==> src/rtl/risky_fetch_pkg.sv <==
// Shared sizes, types and FSM encoding for the instruction prefetch buffer.
// ADDRESS_SIZE, INSTRUCTION_SIZE and NOP fall back to the architecture.vh values when not already defined.
`ifndef ADDRESS_SIZE
`define ADDRESS_SIZE 8
`endif
`ifndef INSTRUCTION_SIZE
`define INSTRUCTION_SIZE 16
`endif
`ifndef NOP
`define NOP 16'hFFFF
`endif

package risky_fetch_pkg;

   localparam int ADDR_W      = `ADDRESS_SIZE;
   localparam int INSTR_W     = `INSTRUCTION_SIZE;
   localparam int FETCH_DEPTH = 4;
   localparam int PTR_W       = $clog2(FETCH_DEPTH);

   localparam logic [INSTR_W-1:0] NOP_INSTR = `NOP;

   typedef enum logic [1:0] {
      IDLE,
      RUN,
      FLUSH
   } fetch_state_t;

   typedef struct packed {
      logic [ADDR_W-1:0]  tag;
      logic [INSTR_W-1:0] data;
   } fetch_entry_t;

endpackage

==> src/rtl/fetch_prefetch_buffer_queue.sv <==
// Tagged circular buffer behind the prefetch FSM: push at tail, pop at head, synchronous clear.
// Clear has priority over push and pop so a flush never keeps a late return.
module fetch_queue
   import risky_fetch_pkg::*;
#(
   parameter int DEPTH = FETCH_DEPTH
) (
   input  logic                   clock,
   input  logic                   reset,
   input  logic                   clear_i,
   input  logic                   push_i,
   input  logic                   pop_i,
   input  fetch_entry_t           push_entry_i,
   output logic [$clog2(DEPTH):0] count_o,
   output fetch_entry_t           head_o
);

   localparam int PW = $clog2(DEPTH);

   fetch_entry_t  entries_q [DEPTH];
   logic [PW-1:0] head_q;
   logic [PW-1:0] tail_q;
   logic [PW:0]   count_q;

   // NOTE: sequential state uses non-blocking assignments so every register samples pre-edge values.
   always_ff @(posedge clock or posedge reset) begin
      if (reset) begin
         head_q  <= '0;
         tail_q  <= '0;
         count_q <= '0;
      end else if (clear_i) begin
         head_q  <= '0;
         tail_q  <= '0;
         count_q <= '0;
      end else begin
         if (push_i) tail_q <= tail_q + PW'(1);
         if (pop_i)  head_q <= head_q + PW'(1);
         case ({push_i, pop_i})
            2'b10:   count_q <= count_q + (PW+1)'(1);
            2'b01:   count_q <= count_q - (PW+1)'(1);
            default: count_q <= count_q;
         endcase
      end
   end

   // NOTE: storage is never reset; count_q alone decides which entries are meaningful.
   always_ff @(posedge clock) begin
      if (push_i && !clear_i) entries_q[tail_q] <= push_entry_i;
   end

   assign count_o = count_q;
   assign head_o  = entries_q[head_q];

endmodule

==> src/rtl/fetch_prefetch_buffer.sv <==
// Instruction prefetch queue: streams sequential reads from program memory and flushes on pc discontinuity.
// Define PREFETCH_STATS_EN to add the hit_count / miss_count statistics outputs.
module fetch_prefetch_buffer
   import risky_fetch_pkg::*;
#(
   parameter int                DEPTH         = FETCH_DEPTH,
   parameter logic [ADDR_W-1:0] RESET_ADDRESS = '0
) (
   input  logic               clock,
   input  logic               reset,
   input  logic [ADDR_W-1:0]  pc,
   input  logic               next,
   output logic [INSTR_W-1:0] instruction,
   output logic               instruction_valid,
   output logic               mem_read,
   output logic [ADDR_W-1:0]  mem_address,
   input  logic [INSTR_W-1:0] mem_data
`ifdef PREFETCH_STATS_EN
   ,
   output logic [31:0]        hit_count,
   output logic [31:0]        miss_count
`endif
);

   localparam int CW = $clog2(DEPTH) + 1;

   fetch_state_t      state_q;
   logic [ADDR_W-1:0] fetch_addr_q;
   logic [ADDR_W-1:0] flush_pc_q;
   logic [ADDR_W-1:0] inflight_addr_q;
   logic              inflight_q;
   logic              squash_q;

   logic [CW-1:0]     count;
   fetch_entry_t      head;
   fetch_entry_t      push_entry;
   logic [ADDR_W-1:0] expected;
   logic              room;
   logic              mismatch;
   logic              issue;
   logic              push;
   logic              pop;

   // The address the core should be asking for next: oldest buffered, else oldest requested, else next to request.
   always_comb begin
      // NOTE: every combinational output gets a default first so no path infers a latch.
      expected = fetch_addr_q;
      if (inflight_q)    expected = inflight_addr_q;
      if (count != '0)   expected = head.tag;
   end

   assign room     = (count + CW'(inflight_q)) < CW'(DEPTH);
   assign mismatch = (state_q == RUN) && (expected != pc);
   assign issue    = (state_q == RUN) && room;

   assign mem_read    = issue || (state_q == FLUSH);
   assign mem_address = (state_q == FLUSH) ? flush_pc_q :
                        issue              ? fetch_addr_q : '0;

   assign instruction_valid = (state_q == RUN) && (count != '0) && (head.tag == pc);
   assign instruction       = instruction_valid ? head.data : NOP_INSTR;

   assign pop        = instruction_valid && next;
   assign push       = inflight_q && !squash_q && !mismatch;
   assign push_entry = '{tag: inflight_addr_q, data: mem_data};

   fetch_queue #(
      .DEPTH(DEPTH)
   ) u_queue (
      .clock       (clock),
      .reset       (reset),
      .clear_i     (mismatch),
      .push_i      (push),
      .pop_i       (pop),
      .push_entry_i(push_entry),
      .count_o     (count),
      .head_o      (head)
   );

   // squash_q drops exactly one return: the read that was issued alongside the mismatch.
   always_ff @(posedge clock or posedge reset) begin
      if (reset) begin
         state_q         <= IDLE;
         fetch_addr_q    <= RESET_ADDRESS;
         flush_pc_q      <= '0;
         inflight_addr_q <= '0;
         inflight_q      <= 1'b0;
         squash_q        <= 1'b0;
      end else begin
         inflight_q      <= mem_read;
         inflight_addr_q <= mem_address;
         squash_q        <= mismatch;
         case (state_q)
            IDLE: state_q <= RUN;
            RUN: begin
               if (mismatch) begin
                  state_q      <= FLUSH;
                  flush_pc_q   <= pc;
                  fetch_addr_q <= pc + ADDR_W'(1);
               end else if (room) begin
                  fetch_addr_q <= fetch_addr_q + ADDR_W'(1);
               end
            end
            FLUSH:   state_q <= RUN;
            default: state_q <= IDLE;
         endcase
      end
   end

`ifdef PREFETCH_STATS_EN
   logic [31:0] hit_q;
   logic [31:0] miss_q;

   always_ff @(posedge clock or posedge reset) begin
      if (reset) begin
         hit_q  <= '0;
         miss_q <= '0;
      end else begin
         if (pop)      hit_q  <= hit_q + 32'd1;
         if (mismatch) miss_q <= miss_q + 32'd1;
      end
   end

   assign hit_count  = hit_q;
   assign miss_count = miss_q;
`endif

endmodule

==> config.mk <==
export PLATFORM = sky130hd
export DESIGN_NAME = fetch_prefetch_buffer
export DESIGN_NICKNAME = d
export VERILOG_FILES = /design/src/rtl/risky_fetch_pkg.sv /design/src/rtl/fetch_prefetch_buffer_queue.sv /design/src/rtl/fetch_prefetch_buffer.sv
export SDC_FILE = /design/constraint.sdc
export NUM_CORES = 1
export LEC_CHECK = 0
export BUFFER_PORTS_ARGS = -buffer_cell sky130_fd_sc_hd__clkbuf_2
export CORE_ASPECT_RATIO = 0.7
export CORE_MARGIN = 10
export CORE_UTILIZATION = 45
export DETAILED_ROUTE_END_ITERATION = 7
export GPL_ROUTABILITY_DRIVEN = 1
export GPL_TIMING_DRIVEN = 0
export PLACE_DENSITY_LB_ADDON = 0.05
export SYNTH_ARGS = -nofsm -noshare
export SYNTH_HDL_FRONTEND = slang
export SYNTH_SLANG_ARGS = --single-unit
==> constraint.sdc <==
create_clock -name clock -period 8.3 [get_ports clock]
set_clock_uncertainty 0.05 [all_clocks]
set_input_delay 1.245 -clock clock [delete_from_list [all_inputs] [get_ports clock]]
set_output_delay 1.245 -clock clock [all_outputs]
set_load 0.05 [all_outputs]
==> results.sh <==
export IMPL_synthXorXnorAreaFrac=0.0410
export IMPL_gr_total_overflow=0
export IMPL_cts_sinks=131
export IMPL_leakagePower_nw=2.49
export IMPL_htree_levels=4
export IMPL_end_kind="output port"
export IMPL_seq_area_frac_synth=0.652
export IMPL_yosysUniqueCellTypes=45
export IMPL_syn_area_per_cell_um2=16.5
export IMPL_rsz0062_at_grt="false"
export IMPL_syn2layout_area_growth_pct=19.8
export IMPL_rr_worst_depth=12
export IMPL_globalplace_congestion=0.764
export IMPL_syn_area_um2=5760
export IMPL_outcome="complete, no violations"
export IMPL_via_per_inst=5.35
export IMPL_cts_hold_fix_buffers=0
export IMPL_postCtsSetupBuffers=0
export IMPL_drtPass1Iterations=4
export IMPL_synth_compound_area_frac=0.0380
export IMPL_yosys_area_share_simple=0.0790
export IMPL_min_period_ns=4.69
export IMPL_synth_fp_nets=382
export IMPL_root_buffer="clkbuf_16"
export IMPL_synthFlopType="edfxtp_1"
export IMPL_drive_above_1_share=0.327
export IMPL_instances_no_fill=596
export IMPL_synth_top_family_by_area="multiplexers"
export IMPL_grt_pass1_wl_um=19700
export IMPL_dieArea_um2=17800
export IMPL_synthCells=349
export IMPL_clk_pin_slew_ns=0.06
export IMPL_cap_violations=0
export IMPL_cts_tree="built"
export IMPL_track_usage=0.144
export IMPL_initial_utilization=0.462
export IMPL_cp_arrival_ns=3.40
export IMPL_ant_nets=0
export IMPL_hp_class="flip-flop to flip-flop"
export IMPL_fp_row_count=34
export IMPL_setup_viol=0
export IMPL_antenna_found_initial=0
export IMPL_cts_resized=0
export IMPL_peakVddDrop_mv=0.182
export IMPL_grt_max_degree=36
export IMPL_muxShareOfSynthArea=0.151
export IMPL_whs_path_depth=1
export IMPL_yosys_warnings=0
export IMPL_totalWireLength_um=12100
export IMPL_ys_ff_latch=131
export IMPL_clk_latency_ns=0.41
export IMPL_die_width_um=155
export IMPL_diodes=0
export IMPL_wire_per_inst_um=20.3
export IMPL_cts_buffers=17
export IMPL_port_buffers=47
export IMPL_path_max_fanout=10
export IMPL_p_per_area_nw_per_um2=324
export IMPL_io_pins=53
export IMPL_hpwl_um=8380
export IMPL_fmax_mhz=213
export IMPL_design_core_area_um2=12500
export IMPL_fillCellCount=1017
export IMPL_setup_ws_ns=3.61
export IMPL_drc=0
export IMPL_setup_tns_final_ns=0
export IMPL_cp_required_ns=7.01
export IMPL_final_period_utilization=0.565
export IMPL_cp_start_kind="input port"
export IMPL_clk_path_buf_depth=2
export IMPL_first_global_vias=3495
export IMPL_timing_final_max_slew_violations=0
export IMPL_max_slew_margin=0.459
export IMPL_worstSetupPathType="input port to output port"
export IMPL_p_total_mw=2.24
export IMPL_fp_dieH_um=115
export IMPL_num_vias=3187
export IMPL_hold_violations=0
export IMPL_synth_fa_ha_area_frac=0.0143
export IMPL_dpl_worst_slack_ns=3.59
export IMPL_drtIter0Drc=188
export IMPL_placedCellCount=564
export IMPL_worstMarginPinSlew_ns=0.811
export IMPL_final_nets=454
export IMPL_async_flop_share=0.267
export IMPL_synth_edf_count=96
synth_stat cells (2+ instances only):
cell type  number  area, um2
a211oi_1        2       15.0
a21oi_1         5       25.0
a22o_1          8       70.1
a31oi_1         3       18.8
and3_1          5       31.3
and4_1          3       26.3
buf_1           3       11.3
buf_2           5       25.0
buf_6           4       45.0
clkbuf_1        8       30.0
dfrtp_1        35        876
edfxtp_1       96       2880
ha_1            5       62.6
inv_1           5       18.8
mux2_2         11        124
mux2_4          2       30.0
mux2i_1        17        170
mux4_1          2       52.6
mux4_2         22        495
nand2_1        10       37.5
nand2b_1       19        119
nand3_1         8       40.0
nand4_1         2       12.5
nor2_1          8       30.0
nor2b_1         3       18.8
nor3_1          6       30.0
nor3_2          2       20.0
nor3b_1         2       15.0
nor3b_2         2       25.0
o21a_1          2       15.0
o21ai_0         2       10.0
o22ai_1         3       18.8
or2_2           2       12.5
xnor2_1        12        105
xor2_1         15        131
worst paths after layout:
kind                                    from                       to  slack (ns)
hold reg to reg                   state_q[1]               state_q[0]        0.43
min in group asynchronous              reset                 squash_q        0.92
setup / recovery                       pc[0]           instruction[6]        3.61
setup reg to reg           u_queue.head_q[1]  u_queue.entries_q[2][0]        4.53
max in group asynchronous              reset        u_queue.head_q[0]        6.76
hold / removal                    state_q[1]               state_q[0]        0.43
cell usage in the layout, fill, tap and decap left out, types with 3 or more instances in the layout:
cell	Yosys	routed
inv_6	0	5
a22o_1	8	8
nor3_1	6	6
buf_8	0	4
mux4_2	22	22
mux2i_1	17	17
nand3_1	8	8
nor2b_1	3	3
o22ai_1	3	3
clkbuf_1	8	9
nand2_1	10	10
dfrtp_1	35	35
buf_6	4	6
ha_1	5	5
and4_1	3	3
buf_1	3	3
xnor2_1	12	12
nor2_1	8	8
mux2_2	11	11
xor2_1	15	15
nand2b_1	19	19
buf_2	5	5
inv_1	5	4
clkinv_4	0	4
edfxtp_1	96	96
a21oi_1	5	5
clkbuf_16	0	17
a31oi_1	3	3
clkbuf_2	0	47
and3_1	5	5
logic make-up (layout without fill, tap and decap cells):
family / after synthesis / count (layout)
compound gates: 29 / 29
mux: 54 / 54
fa+ha+maj: 6 / 6
flops: 131 / 131
simple gates: 76 / 76
xor+xnor: 27 / 27
buf+inv: 26 / 111
power by group:
| part | total, mW | internal (mW) | switching, mW | leakage, nW |
|---|---|---|---|---|
| clock | 0.748 | 0.453 | 0.295 | 0.290 |
| sequential | 0.952 | 0.858 | 0.0945 | 1.30 |
| combinational | 0.538 | 0.211 | 0.327 | 0.904 |
cell type report:
type                       instances  area, um2  area share
inverter                           5       18.8     0.00272
buffer                            21        119      0.0172
clock inverter                    14        169      0.0245
tap                              162        203      0.0294
clock buffer                      18        429      0.0622
timing repair buffer              53        318      0.0460
multi-input combinational        192       1890       0.274
sequential                       131       3760       0.544
flip-flops by register name, indices dropped and copies added, names as in the netlist, 2 cells and up:
name / cells
u_queue.head_q: 2
fetch_addr_q: 8
u_queue.count_o: 3
state_q: 2
flush_pc_q: 8
inflight_addr_q: 8
u_queue.entries_q: 96
u_queue.tail_q: 2
metrics by stage:
step	utilization	hold slack (ns)	area (um2)
finish	0.554	0.431	6900
global route	0.554	0.467	6900
CTS	0.554	0.439	6900
detailed placement	0.506	0.430	6300
global placement	0.497	0.398	6200
floorplan	-	0.391	5760
routing by layer:
metal | track usage | wire (um)
met1 | 0.201 | 5810
met2 | 0.210 | 5600
met3 | 0.0398 | 594
met4 | 0.0547 | 102
met5 | 0 | 0
worst max-delay path, cell delays in order:
cell and delay, ns:
clkbuf_1 0.32, inv_1 0.13, and3_1 0.20, nor4_2 0.30
and4_1 0.36, buf_1 0.45, nand2b_1 0.13, clkbuf_2 0.26
Note: power is estimated with default switching activity, not from simulation.
